### src/rtl/score_pkg.sv
// score_pkg: shared score constants, match states and the win rule
// for the pong match controller.
package score_pkg;

   localparam int SCORE_W_DEF   = 4;
   localparam int MAX_SCORE_DEF = 9;

   typedef enum logic [2:0] {
      ST_IDLE  = 3'd0,
      ST_SERVE = 3'd1,
      ST_PLAY  = 3'd2,
      ST_POINT = 3'd3,
      ST_PAUSE = 3'd4,
      ST_OVER  = 3'd5
   } match_state_e;

   // A saturated score with any lead wins, so play cannot stall at the top.
   function automatic logic win_check(
      input int s,
      input int o,
      input int max_s,
      input int lead,
      input int sat
   );
      return ((s >= max_s) && ((s - o) >= lead)) ||
             ((s == sat) && (s > o));
   endfunction

   function automatic int max3(
      input int a,
      input int b,
      input int c
   );
      int m;
      m = (a > b) ? a : b;
      return (m > c) ? m : c;
   endfunction

endpackage

### src/rtl/frame_delay_cnt.sv
// frame_delay_cnt: loadable frame-tick down-counter with hold;
// done pulses on the tick that takes the count from 1 to 0.
module frame_delay_cnt #(
   parameter int W = 8
) (
   input  logic         clk,
   input  logic         rst_n,
   input  logic         tick,
   input  logic         load,
   input  logic [W-1:0] load_val,
   input  logic         hold,
   output logic         done
);

   logic [W-1:0] count;

   assign done = tick && !hold && (count == W'(1));

   // A load wins over a coincident tick, so entry ticks never count.
   always_ff @(posedge clk or negedge rst_n) begin
      if (!rst_n) begin
         count <= '0;
      end else if (load) begin
         count <= load_val;
      end else if (tick && !hold && (count != '0)) begin
         count <= count - W'(1);
      end
   end

endmodule

### src/rtl/game_match_fsm.sv
// game_match_fsm: pong match controller owning scores, serve
// sequencing, pause and game-over/winner reporting.
module game_match_fsm
   import score_pkg::*;
#(
   parameter int SCORE_W      = SCORE_W_DEF,
   parameter int MAX_SCORE    = MAX_SCORE_DEF,
   parameter int WIN_BY_TWO   = 0,
   parameter int SERVE_FRAMES = 60,
   parameter int POINT_FRAMES = 30,
   parameter int OVER_FRAMES  = 180
) (
   input  logic               clk_i,
   input  logic               rst_ni,
   input  logic               frame_tick_i,
   input  logic               start_i,
   input  logic               pause_i,
   input  logic               p_point_i,
   input  logic               e_point_i,
   output logic [SCORE_W-1:0] p_score_o,
   output logic [SCORE_W-1:0] e_score_o,
   output logic               game_en_o,
   output logic               serve_dir_o,
   output logic               game_over_o,
   output logic               winner_o,
   output logic [2:0]         state_o
);

   localparam int MAX_F = max3(SERVE_FRAMES, POINT_FRAMES, OVER_FRAMES);
   localparam int CNT_W = $clog2(MAX_F + 1);
   localparam int LEAD  = (WIN_BY_TWO != 0) ? 2 : 1;
   localparam int SAT   = (1 << SCORE_W) - 1;

   match_state_e state;
   match_state_e ret_state;

   logic             start_go;
   logic             pause_go;
   logic             pt_p;
   logic             pt_e;
   logic             pt_both;
   logic             win_p;
   logic             win_e;
   logic             load;
   logic             hold;
   logic             done;
   logic [CNT_W-1:0] load_val;

   function automatic logic [SCORE_W-1:0] sat_inc(
      input logic [SCORE_W-1:0] v
   );
      return (v == '1) ? v : v + SCORE_W'(1);
   endfunction

   assign state_o = state;

   // start and pause are legal in disjoint states, so they never collide.
   always_comb begin
      start_go = start_i &&
                 ((state == ST_IDLE) || (state == ST_OVER));
      pause_go = pause_i &&
                 (state inside {ST_SERVE, ST_PLAY, ST_POINT, ST_PAUSE});
      pt_both  = (state == ST_PLAY) && !pause_go &&
                 p_point_i && e_point_i;
      pt_p     = (state == ST_PLAY) && !pause_go &&
                 p_point_i && !e_point_i;
      pt_e     = (state == ST_PLAY) && !pause_go &&
                 e_point_i && !p_point_i;
      win_p    = win_check(int'(p_score_o), int'(e_score_o),
                           MAX_SCORE, LEAD, SAT);
      win_e    = win_check(int'(e_score_o), int'(p_score_o),
                           MAX_SCORE, LEAD, SAT);
      hold     = (state == ST_PAUSE) || pause_go;
   end

   always_comb begin
      load     = 1'b0;
      load_val = '0;
      if (start_go || pt_both) begin
         load     = 1'b1;
         load_val = CNT_W'(SERVE_FRAMES);
      end else if (pt_p || pt_e) begin
         load     = 1'b1;
         load_val = CNT_W'(POINT_FRAMES);
      end else if ((state == ST_POINT) && done) begin
         load     = 1'b1;
         load_val = (win_p || win_e) ? CNT_W'(OVER_FRAMES)
                                     : CNT_W'(SERVE_FRAMES);
      end
   end

   frame_delay_cnt #(
      .W(CNT_W)
   ) u_delay (
      .clk      (clk_i),
      .rst_n    (rst_ni),
      .tick     (frame_tick_i),
      .load     (load),
      .load_val (load_val),
      .hold     (hold),
      .done     (done)
   );

   always_ff @(posedge clk_i or negedge rst_ni) begin
      if (!rst_ni) begin
         state       <= ST_IDLE;
         ret_state   <= ST_IDLE;
         p_score_o   <= '0;
         e_score_o   <= '0;
         game_en_o   <= 1'b0;
         serve_dir_o <= 1'b0;
         game_over_o <= 1'b0;
         winner_o    <= 1'b0;
      end else begin
         game_en_o   <= (state == ST_PLAY);
         game_over_o <= (state == ST_OVER);
         if (start_go) begin
            state       <= ST_SERVE;
            p_score_o   <= '0;
            e_score_o   <= '0;
            serve_dir_o <= 1'b0;
            winner_o    <= 1'b0;
         end else if (pause_go) begin
            if (state == ST_PAUSE) begin
               state <= ret_state;
            end else begin
               ret_state <= state;
               state     <= ST_PAUSE;
            end
         end else begin
            unique case (state)
               ST_SERVE: begin
                  if (done) state <= ST_PLAY;
               end
               ST_PLAY: begin
                  unique case (1'b1)
                     pt_both: state <= ST_SERVE;
                     pt_p: begin
                        p_score_o   <= sat_inc(p_score_o);
                        serve_dir_o <= 1'b1;
                        state       <= ST_POINT;
                     end
                     pt_e: begin
                        e_score_o   <= sat_inc(e_score_o);
                        serve_dir_o <= 1'b0;
                        state       <= ST_POINT;
                     end
                     default: ;
                  endcase
               end
               ST_POINT: begin
                  if (done) begin
                     if (win_p || win_e) begin
                        state    <= ST_OVER;
                        winner_o <= win_e;
                     end else begin
                        state <= ST_SERVE;
                     end
                  end
               end
               ST_OVER: begin
                  if (done) state <= ST_IDLE;
               end
               default: ;
            endcase
         end
      end
   end

endmodule
### config.mk
export PLATFORM = sky130hd
export DESIGN_NAME = game_match_fsm
export DESIGN_NICKNAME = d
export VERILOG_FILES = /design/src/rtl/score_pkg.sv /design/src/rtl/frame_delay_cnt.sv /design/src/rtl/game_match_fsm.sv
export SDC_FILE = /design/constraint.sdc
export NUM_CORES = 1
export LEC_CHECK = 0
export CORE_MARGIN = 2
export CORE_UTILIZATION = 56
export DETAILED_ROUTE_END_ITERATION = 10
export MAX_ROUTING_LAYER = met4
export PLACE_DENSITY = 0.8
export REMOVE_ABC_BUFFERS = 1
export SYNTH_ARGS = -nofsm -noshare
export SYNTH_HDL_FRONTEND = slang
export SYNTH_SLANG_ARGS = --single-unit
### constraint.sdc
create_clock -name clk_i -period 3.3 [get_ports clk_i]
set_clock_uncertainty 0.05 [all_clocks]
set_input_delay 0.495 -clock clk_i [delete_from_list [all_inputs] [get_ports clk_i]]
set_output_delay 0.495 -clock clk_i [all_outputs]
set_load 0.005 [all_outputs]
==> results of run 1 <==
==> metal layers <==
layer / global-route usage (%) / part of all wire [%] / vias up
li1: - / - / 779
met1: 28.7 / 47 / 785
met5: - / 0 / -
met4: 6.67 / 1.4 / 0
met2: 37.6 / 50 / 23
met3: 1.62 / 2.1 / 5
==> sequential cells by signal, summed over array words and instances (netlist names) <==
register       cells
u_delay.count      8
e_score_o          4
p_score_o          4
ret_state          3
state_o            3
game_en_o          1
game_over_o        1
serve_dir_o        1
winner_o           1
==> where the power goes <==
part           total [mW]  internal (mW)  switching [mW]
logic               0.760          0.381           0.379
registers           0.550          0.402           0.148
clock network       0.165         0.0676          0.0979
==> cell type report <==
cell class,count,area (um^2)
multi-input combinational,166,1200
clock buffer,4,36.3
tap,46,57.6
sequential,26,651
inverter,14,52.6
timing repair buffer,24,233
fill,297,1100
==> worst max-delay path: cells and delay by family (launching register included) <==
| family | cells | cell delay, ns |
|---|---|---|
| fa+ha+maj | 2 | 0.64 |
| buf+inv | 1 | 0.11 |
| flops | 1 | 0.52 |
| simple gates | 1 | 0.14 |
| compound gates | 5 | 1.36 |
==> worst paths after layout <==
path | startpoint | end | slack (ns)
min in group asynchronous | rst_ni | ret_state[0] | 0.46
max in group asynchronous | rst_ni | e_score_o[2] | 2.48
hold / removal | ret_state[0] | ret_state[0] | 0.45
setup reg to reg | e_score_o[0] | state_o[2] | 0.43
setup / recovery | e_score_o[0] | state_o[2] | 0.43
hold reg to reg | ret_state[0] | ret_state[0] | 0.45
==> logic make-up (layout without fill, tap and decap cells) <==
kind of cell             after synthesis  in the layout  synth area share (%)
adder cells (fa/ha/maj)               18             18                  12.3
multiplexers                           2              2                  1.03
XOR/XNOR                              16             16                  7.20
AND/OR/NAND/NOR                       93             93                  26.2
AO/OA/AOI/OAI                         37             37                  15.0
buffers and inverters                 22             42                  4.82
flip-flops                            26             26                  33.4
==> per-stage QoR <==
stage               total power [mW]  area (um^2)  cells  util, %  hold slack, ns
floorplan                       1.06         1910    206        -           0.149
global placement                1.30         2200    276     65.8           0.416
detailed placement              1.32         2200    276     65.8           0.421
CTS                             1.49         2230    280     66.9           0.457
global route                    1.62         2230    280     66.9           0.486
finish                          1.48         2230    280     66.9           0.448
==> Yosys cell counts, drive strengths merged, types with 2 or more instances <==
cell     n
nand4    4
nor4b    2
nor2b    6
buf      4
nand3    6
nand3b   2
a21oi    9
ha      16
o21ai    7
nor3     7
nand2   21
and3b    2
xnor2   10
a21o     2
nor4     3
or3      2
nor3b    4
nor2    26
inv     14
nand2b   5
dfrtp   26
a211o    2
clkbuf   4
o21a     3
mux2i    2
fa       2
xor2     6
==> run summary, run 1 <==
The number of instances in the synthesized netlist is 214. The critical path in this run is classified as flip-flop to flip-flop. The share of post-route cells with drive strength above 1 came out at 6.84%. The area enclosed by the die boundary is 0.00396 mm^2. The flow ran to the end, and the final reports show no timing, DRC or antenna violations.

The clock period minus worst slack is 2.87 ns. The master of the slowest instance on the critical path is sky130_fd_sc_hd__dfrtp_1. The number of global-route vias before repair came out at 1,554.

The final routed wire length divided by cell count came out at 14.0 um. After clock tree synthesis, the flow added hold-fix buffers numbering 0. The clock reaches the later pin of the worst-skew pair after 0.33 ns. The placeable core area is 0.00334 mm^2. The number of pins exceeding their max-slew limit in the final report is 0. The endpoint required time on the critical path came out at 3.53 ns.

The count of buffers from port buffering is 21. Based on the critical path, the design can be clocked at up to 0.349 GHz. The cell area that synthesis handed to floorplanning was 0.00195 mm^2. The number of buffers created by CTS is 3. The sum of negative setup slack is 0 ns. The number of rows created at floorplan came out at 21. The layout net count came out at 260. The worst hold path belongs to the class flip-flop to flip-flop.

The worst-case clock buffer depth is 2. The total iterations of the first detailed-routing run came out at 4. The pin count of the biggest net entering global routing is 27.

The worst setup path is launched from a flip-flop. The worst-case reg-to-reg path depth is 9. The last weighted congestion value of the routability-driven placer came out at 0.888. Once detailed placement completed, the half-perimeter wirelength came to 2940 um.

For this run, the leading register cell type out of synthesis is sky130_fd_sc_hd__dfrtp_1. Dividing total power by cell area gives a power density of 661 mW/mm^2. The count of nets left with antenna violations once routing finished came out at 0. The per-cell via count in the routed design came out at 5.69. Leaving out fill and tap cells, the most frequent cells in the layout are 26 x sky130_fd_sc_hd__nor2_1, 26 x sky130_fd_sc_hd__dfrtp_1, 21 x sky130_fd_sc_hd__nand2_1, 21 x sky130_fd_sc_hd__clkdlybuf4s50_1, 16 x sky130_fd_sc_hd__ha_1.

The clock slew at the register clock pins of the worst setup and hold paths is 0.14 ns. The initial antenna violation count came out at 0. The post-route clock period utilization came out at 86.8%. The signal on the critical path passes through inv_1, ha_1, fa_1, nor2b_1, o21ai_1, a221o_1, o32a_1, a2111oi_4, a211o_1. Measured along the x axis, the die boundary spans 63.0 um.

The combined global-route utilization of all metal layers is 22.3%. The relative area change from synthesis to final layout is 14.7%. The number of buffers inserted to repair setup after CTS came out at 0. The top-area cell type share of the netlist area is 33.4%.

The count of flip-flops with a built-in enable after synthesis is 0. After detailed routing, the number of remaining DRC violations is 0. The count of antenna diodes in the layout came out at 0. The synthesis warning total is 0. The sequential-to-total area share from yosys stat is 33.4%. The minimum setup slack after placement is 0.472 ns. The count of final hold-check violations came out at 0.

The async set-reset flop share out of synthesis came out at 100%. The leakage power came out at 0.934 nW. The effective utilization at floorplan came out at 58.3%. After the first detailed-routing iteration, the DRC count stood at 61. In this run the tightest slew margin relative to its limit is 64.3%. The routed wire length is 3910 um.

The CTS H-tree depth is 1. For this design the top-level I/O count stands at 22. At the pin with the least slew margin, the transition time is 0.536 ns. VDD sags by at most 0.519 mV. The final global-route overflow total came out at 0. For this run, the slowest stage of the critical path takes 0.52 ns.

Setup repair after global routing left no endpoint under its margin. The dominant cell type by area after synthesis is sky130_fd_sc_hd__dfrtp_1. The vertical extent of the die is 63.0 um.

The number of clock sinks is 26. Across the run, the number of max-cap violations was 0. The count of different cell masters after synthesis came out at 49. The final critical-path setup slack is 0.434 ns. In this run the clock root is driven by a sky130_fd_sc_hd__clkbuf_4. Setup violations remaining at the end of the flow were counted as 0. Post-CTS repair changed the size of 0 cells.

The detailed router placed 1,592 vias in this run. The top fanout value on the critical path is 7. The average instance in the mapped netlist occupies 9.10 um^2. Yosys attributes the largest share of cell area to sky130_fd_sc_hd__dfrtp_1 33%, sky130_fd_sc_hd__ha_1 10%, sky130_fd_sc_hd__nor2_1 5.0%.

After synthesis the netlist holds a flip-flop and latch count of 26. Data on the critical path arrives at its endpoint at 3.10 ns. The cell depth of the worst hold path came out at 2.

STA classifies the critical path endpoint as a flip-flop. The wire length of the first global-routing pass is 6950 um. The clock tree from TritonCTS is done.
(Power assumes the default switching activity.)
==> run 2, diff against run 1 <==
Settings changed: CORE_UTILIZATION 56 to 57, CTS_CLUSTER_DIAMETER from default to 200, SYNTH_HIERARCHICAL from default to 1.
==> run 2 against run 1 <==
  * Non-clock buffer count rose by 4
  * First-iteration DRC count rose by 62%
  * Die area rose by 6.9%
  * Routed wire length rose by 12%
  * Via count rose by 13%
  * Combinational power rose by 57%
  * Fmax fell by 3.0%
  * Clock-buffer cell count did not move
  * Sequential share of layout area fell by 2.5 points
  * Largest cell class unchanged
==> run summary, run 2 <==
The run finished with clean final reports. The share of post-route cells with drive strength above 1 came out at 9.06%. The library cell used most frequently in the layout, excluding fill and tap cells, is sky130_fd_sc_hd__dfrtp_1.

The number of pins exceeding their max-slew limit in the final report is 0. The flip-flop count of the largest register, all copies and words added is 8. The floorplan step set the die width to 65.1 um. The sequential-to-total area share from yosys stat is 30.6%. The worst setup path is launched from an input port. For this run, design rule violations remaining after detail routing come to 0. The Yosys step of the flow raised 6 warnings. The cts-stage hold buffer count is 0. The number of buffers created by CTS is 3.

The tree is rooted in a sky130_fd_sc_hd__clkbuf_8. The via count of the routed design came out at 1,796. Setup violations remaining at the end of the flow were counted as 0. The initial antenna violation count is 0. The endpoint arrival time on the critical path is 3.12 ns. The worst-case clock buffer depth is 2. For flop-to-flop paths, the worst setup slack is 0.50 ns. The count of boundary I/O pins came out at 22.

The highest clock frequency the design can meet came out at 0.338 GHz. Summed over all layers, the routed wires come to 4400 um. The count of buffers from port buffering came out at 21. The number of gates resized after cts is 0. The reported max-cap violation count came out at 0. The analysis attributes to cell leakage a power of 1.07 nW. Traced cell by cell, the critical path runs through clkdlybuf4s50_1, inv_1, nor3_1, a21o_1, nor2b_1, nand3b_1, nor3_1, nand3_1, nand2b_1, nand3_1, or2_2, or3_1, nor4_1, a211o_1. The area enclosed by the die boundary is 0.00424 mm^2. Summed over all layers, the global routing overflow is 0. The HPWL after detailed placement is 3330 um.

For this run, the detailed router's first-pass iteration total came to 4. Setup repair after global routing left no endpoint under its margin. The delay of the slowest cell on the worst path came out at 0.48 ns. The clock period minus worst slack came out at 2.95 ns. The total of fill cells in the finished design is 317.

The number of antenna-violating nets in the routed design came out at 0. In this run the biggest area consumer among cell types represents 30.6% of the synthesized area. The tightest min-delay check is of the flip-flop to flip-flop type.

The largest registers in the layout are u_delay/count (8), e_score_o (4), p_score_o (4). The first global-routing pass estimated 7520 um of wire. The pin count of the biggest net entering global routing came out at 27. The count of state elements after synthesis came out at 26.

The number of clock sinks is 26. The layout net count came out at 292. The worst-case vdd ir drop is 0.400 mV. The sum of negative setup slack came out at 0 ns.

The number of instances in the synthesized netlist came out at 244. The relative area change from synthesis to final layout is 14.8%. For this block, the initial DRC count from the detailed router was 99. The async set-reset flop share out of synthesis is 100%. The clock latency of the later-clocked register in the worst-skew pair came out at 0.27 ns. In the synthesized netlist the dominant register cell turns out to be sky130_fd_sc_hd__dfrtp_1. The utilization after layout is 67.2%. On the critical path the largest part of the delay comes from simple AND/OR/NAND/NOR gates. The CTS H-tree depth came out at 1. The total standard cell area after synthesis is 0.00213 mm^2. More flip-flops sit in one register than any other, and that register is u_delay/count. Ranked by total cell area, the synthesized netlist is headed by sky130_fd_sc_hd__dfrtp_1 31%, sky130_fd_sc_hd__ha_1 10%, sky130_fd_sc_hd__nand2_1 4.2%. Counting instances in the post-synthesis netlist gives the leading cell types as 26 x sky130_fd_sc_hd__dfrtp_1, 24 x sky130_fd_sc_hd__nand2_1, 23 x sky130_fd_sc_hd__nor2_1. The effective utilization at floorplan came out at 58.5%.

The category of the worst setup path capture point is a flip-flop. The largest total area in the synthesized netlist belongs to sky130_fd_sc_hd__dfrtp_1. The most frequent cell after synthesis is sky130_fd_sc_hd__dfrtp_1. In the final layout, the multi-input gates occupy 0.00135 mm^2.

The count of final hold-check violations is 0. The slowest stage of the critical path belongs to the cell sky130_fd_sc_hd__clkdlybuf4s50_1. The vertical extent of the die is 65.1 um.

The combined global-route utilization of all metal layers is 23.2%. Dividing total power by cell area gives a power density of 789 mW/mm^2. The count of flip-flops with a built-in enable after synthesis came out at 0.

The endpoint required time on the critical path came out at 3.47 ns. Timing analysis after detailed placement gives a worst setup slack of 0.0622 ns. Power comes to 1.93 mW.

The critical path is of the input port to flip-flop type. In the layout the commonest cells are 26 x sky130_fd_sc_hd__dfrtp_1, 24 x sky130_fd_sc_hd__nand2_1, 23 x sky130_fd_sc_hd__nor2_1. The final critical-path setup slack came out at 0.345 ns.

The number of global-route vias before repair came out at 1,599. The count of antenna diodes in the layout is 0. After detailed routing, the number of vias per cell comes to 5.74. The placeable core area came out at 0.00363 mm^2.

Registers take 651 um^2. Dividing the synthesized area by the synthesized cell count gives 8.72 um^2. In the final routed layout, each cell accounts on average for 14.1 um. TritonCTS built the clock tree. Routability-driven placement finished with a final weighted congestion of 0.893. The number of rows created at floorplan came out at 22. The final critical path takes up 89.5% of the cycle. The top fanout value on the critical path came out at 6.

The sum of buffers and inverters on the critical path is 2. Clock-pin slew was measured on the worst setup and hold paths at 0.09 ns. Buffers added to address setup during post-CTS repair amount to 0. After synthesis, the netlist uses 58 different library cells.
## run 2: kinds of logic (layout without fill, tap and decap cells)
logic type | count (synthesis) | count (layout) | share of synthesized area [%]
other cells | 1 | 2 | 0.176
xor+xnor | 11 | 11 | 4.53
mux | 6 | 6 | 2.94
flops | 26 | 26 | 30.6
simple gates | 99 | 99 | 25.7
fa+ha+maj | 19 | 19 | 11.9
buf+inv | 29 | 49 | 6.12
compound gates | 53 | 53 | 18.1
## run 2: worst min-delay path, delay by kind of cell, from the launching register on
family | cells | cell delay [ns]
flip-flops | 1 | 0.35
AND/OR/NAND/NOR | 2 | 0.11
## run 2: per-layer routing
metal,global-route usage [%],share of wire (%),vias to the layer above
met5,-,0,-
met4,6.51,0.55,0
met3,2.60,3.3,2
met2,35.6,47,41
met1,32.9,49,858
li1,-,-,895
## run 2: area by class of cell
class / count / share of cell area [%]
multi-input cells: 190 / 55.3
clock buffers: 4 / 2.25
well taps: 48 / 2.46
flip-flops and latches: 26 / 26.6
repair buffers: 28 / 10.8
inverters: 17 / 2.61
## run 2: worst paths after layout
path | to | start | cells past startpoint
max in group asynchronous | p_score_o[1] | rst_ni | 2
worst min-delay path | ret_state[0] | ret_state[0] | 2
worst min register to register | ret_state[0] | ret_state[0] | 2
worst max register to register | u_delay/count[7] | state_o[1] | 13
worst max-delay path | u_delay/count[7] | pause_i | 14
min in group asynchronous | p_score_o[3] | rst_ni | 2
## run 2: metrics by stage
stage          hold slack, ns  area (um^2)  instances
2_1_floorplan           0.149         2060        233
3_3_place_gp            0.415         2390        309
3_5_place_dp            0.425         2390        309
4_1_cts                 0.448         2440        313
5_1_grt                 0.467         2440        313
6_report                0.446         2440        313
## run 2: where the power goes
group          switching, mW  internal [mW]
Sequential             0.106          0.430
Clock                 0.0962          0.107
Combinational          0.639          0.549
Total                  0.841           1.09
==> run 3, diff against run 2 <==
Settings changed: CORE_MARGIN 2 to default, CTS_CLUSTER_SIZE from default to 14.
==> run 3 against run 2 <==
  * Clock-buffer cell count is the same
  * Design area fell by 0.41%
  * Sequential cell count unchanged
  * Combinational power hardly changed
  * Highest routed layer unchanged
==> run summary, run 3 (synthesis results as in run 2) <==
The flow ran to the end, and the final reports show no timing, DRC or antenna violations. The pin count of the biggest net entering global routing is 27. The setup-violating endpoint count in the final report is 0.

In the final timing run, aggregate negative setup slack is 0 ns. IR analysis of the VDD net gives a maximum drop of 0.500 mV. The first global-routing pass estimated 8030 um of wire. The clock tree from TritonCTS is done. The number of global-route vias before repair is 1,692. The finished cells cover 0.00243 mm^2. For this design the ratio of total power to cell area is 798 mW/mm^2. The combined global-route utilization of all metal layers came out at 26.1%. The endpoint identified for the worst register-to-register timing path is u_delay/count[7]. The cell count after placement came out at 306.

The combinational share of power came out at 61.0%. Data arrives at the worst endpoint at 3.13 ns. The floorplan step set the die width to 63.1 um. The flip-flop count of the largest register, all copies and words added came out at 8. Cells fill 70.7% of the core in the end.

Counting cells, the worst reg-to-reg path comes to 13. The relative area change from synthesis to final layout came out at 14.4%. The clock period minus worst slack is 3.01 ns. Net switching is 44.3% of the power. The routed layout has 1,830 vias. The final-layout worst hold slack is 0.444 ns. For this design the top-level I/O count stands at 22. The initial antenna violation count is 0. The count of antenna diodes in the layout came out at 0. The endpoint required time on the critical path is 3.42 ns. The floorplan step defined a core boundary enclosing 0.00344 mm^2. Port buffering added 21 buffers. The effective utilization at floorplan came out at 61.8%. The cell depth of the worst hold path is 2.

The worst hold path belongs to the class flip-flop to flip-flop. The clock latency of the later-clocked register in the worst-skew pair is 0.27 ns. After detailed placement, the total cell area comes to 0.00238 mm^2.

The share of power burned in the clock network is 10.9%. The analysis attributes to cell leakage a power of 1.07 nW. The number of clock sinks is 26. The highest clock frequency the design can meet came out at 0.332 GHz.

The post-route clock period utilization came out at 91.3%. The last weighted congestion value of the routability-driven placer is 0.906. STA classifies the critical path endpoint as a flip-flop. The routed wire length came out at 4700 um.

The count of final hold-check violations is 0. The tool flagged a number of max-cap violations equal to 0. In the routed design, unresolved DRC markers number 0. The CTS H-tree depth came out at 1. The worst hold path begins at ret_state[0]. In this run the core area contains 21 standard-cell rows.

For this run, the number of standard cells in the final layout without fillers is 310. The number of pins exceeding their max-slew limit in the final report is 0. Using the TritonRoute via totals, the vias-per-cell ratio works out to 5.90. The cts-stage hold buffer count came out at 0.

The area enclosed by the die boundary came out at 0.00398 mm^2. The worst hold path terminates at ret_state[0]. The number of design-rule violations left by the first detailed-router iteration came out at 133.

The element type at the critical path start is an input port. In the final design database the tool counted 291 nets. The number of buffers created by CTS came out at 3.

The startpoint identified for the worst register-to-register timing path is state_o[1]. The final global-route overflow total came out at 0. Setup repair after global routing left no endpoint under its margin. The worst setup path is of the input port to flip-flop kind. The worst-case clock buffer depth is 2. The clock slew at the register clock pins of the worst setup and hold paths came out at 0.09 ns.

The largest registers in the layout are u_delay/count (8), e_score_o (4), p_score_o (4). After clock tree synthesis, the repair step resized 0 gates. The share of post-route cells with drive strength above 1 is 8.71%. The number of antenna-violating nets in the routed design came out at 0. Post-CTS timing repair inserted 0 buffers for setup. The internal cell power came out at 1.08 mW. The vertical extent of the die came out at 63.1 um.

Counting flops per register, the top entry is u_delay/count. The top fanout value on the critical path came out at 8. The detailed placement HPWL is 3490 um. The proportion of power drawn by flip-flops and latches is 28.0%.

The total iterations of the first detailed-routing run came out at 4. The total of fill cells in the finished design came out at 290. The power spent charging and discharging nets is 0.860 mW. Across all register-to-register paths, the minimum setup slack is 0.31 ns. Dividing the detail-routed wire length by the instance count gives 15.2 um. The root buffer cell chosen for the clock tree is sky130_fd_sc_hd__clkbuf_8. The library cell used most frequently in the layout, excluding fill and tap cells, is sky130_fd_sc_hd__dfrtp_1. In the layout the commonest cells are 26 x sky130_fd_sc_hd__dfrtp_1, 24 x sky130_fd_sc_hd__nand2_1, 23 x sky130_fd_sc_hd__nor2_1.
[run 3: cell count changes in the layout (fill, tap and decap cells not counted), sizes merged]
cell  previous run  this run
buf              7         6
[run 3: power groups by stage]
stage | Clock, mW | Sequential [mW] | Combinational (mW)
floorplan | 0 | 0.576 | 0.764
global placement | 0 | 0.549 | 1.15
detailed placement | 0 | 0.549 | 1.17
CTS | 0.217 | 0.542 | 1.18
global route | 0.227 | 0.560 | 1.31
finish | 0.212 | 0.544 | 1.18
[run 3: how the worst max path moves through the flow]
stage,start,cells past startpoint,end
after floorplan,state_o[0],13,u_delay/count[7]
after global placement,pause_i,14,u_delay/count[7]
after detailed placement,pause_i,14,u_delay/count[7]
after CTS,pause_i,14,u_delay/count[7]
after global routing,pause_i,14,u_delay/count[7]
final,pause_i,14,u_delay/count[7]
[run 3: through the flow]
stage / total power [mW] / setup slack [ns]
final: 1.94 / 0.289
after global routing: 2.10 / 0.00272
after global placement: 1.70 / 0.128
after detailed placement: 1.72 / 0.0354
after CTS: 1.94 / 0.300
after floorplan: 1.34 / 0.366
[run 3: cell type report]
type                    count  area (um^2)  share of cell area [%]
multi-input cells         190         1350                    55.5
flip-flops and latches     26          651                    26.7
repair buffers             27          255                    10.5
inverters                  17         63.8                    2.62
well taps                  46         57.6                    2.37
clock buffers               4         55.1                    2.26
[run 3: metal layers]
metal / vias to the layer above / GRT usage, % / wire length (um)
li1: 897 / - / -
met1: 873 / 36.5 / 2260
met2: 51 / 39.0 / 2160
met3: 9 / 2.90 / 208
met4: 0 / 9.59 / 76
met5: - / - / 0
[run 3: worst max-delay path, cell delays in order]
cell and delay, ns:
sky130_fd_sc_hd__clkdlybuf4s50_1 0.41, sky130_fd_sc_hd__inv_1 0.09, sky130_fd_sc_hd__nor3_1 0.07, sky130_fd_sc_hd__a21o_1 0.19, sky130_fd_sc_hd__nor2b_1 0.34, sky130_fd_sc_hd__nand3b_1 0.11, sky130_fd_sc_hd__nor3_1 0.21, sky130_fd_sc_hd__nand3_1 0.14
sky130_fd_sc_hd__nand2b_1 0.20, sky130_fd_sc_hd__nand3_1 0.12, sky130_fd_sc_hd__or2_2 0.20, sky130_fd_sc_hd__inv_1 0.14, sky130_fd_sc_hd__o311a_1 0.15, sky130_fd_sc_hd__a211o_1 0.26
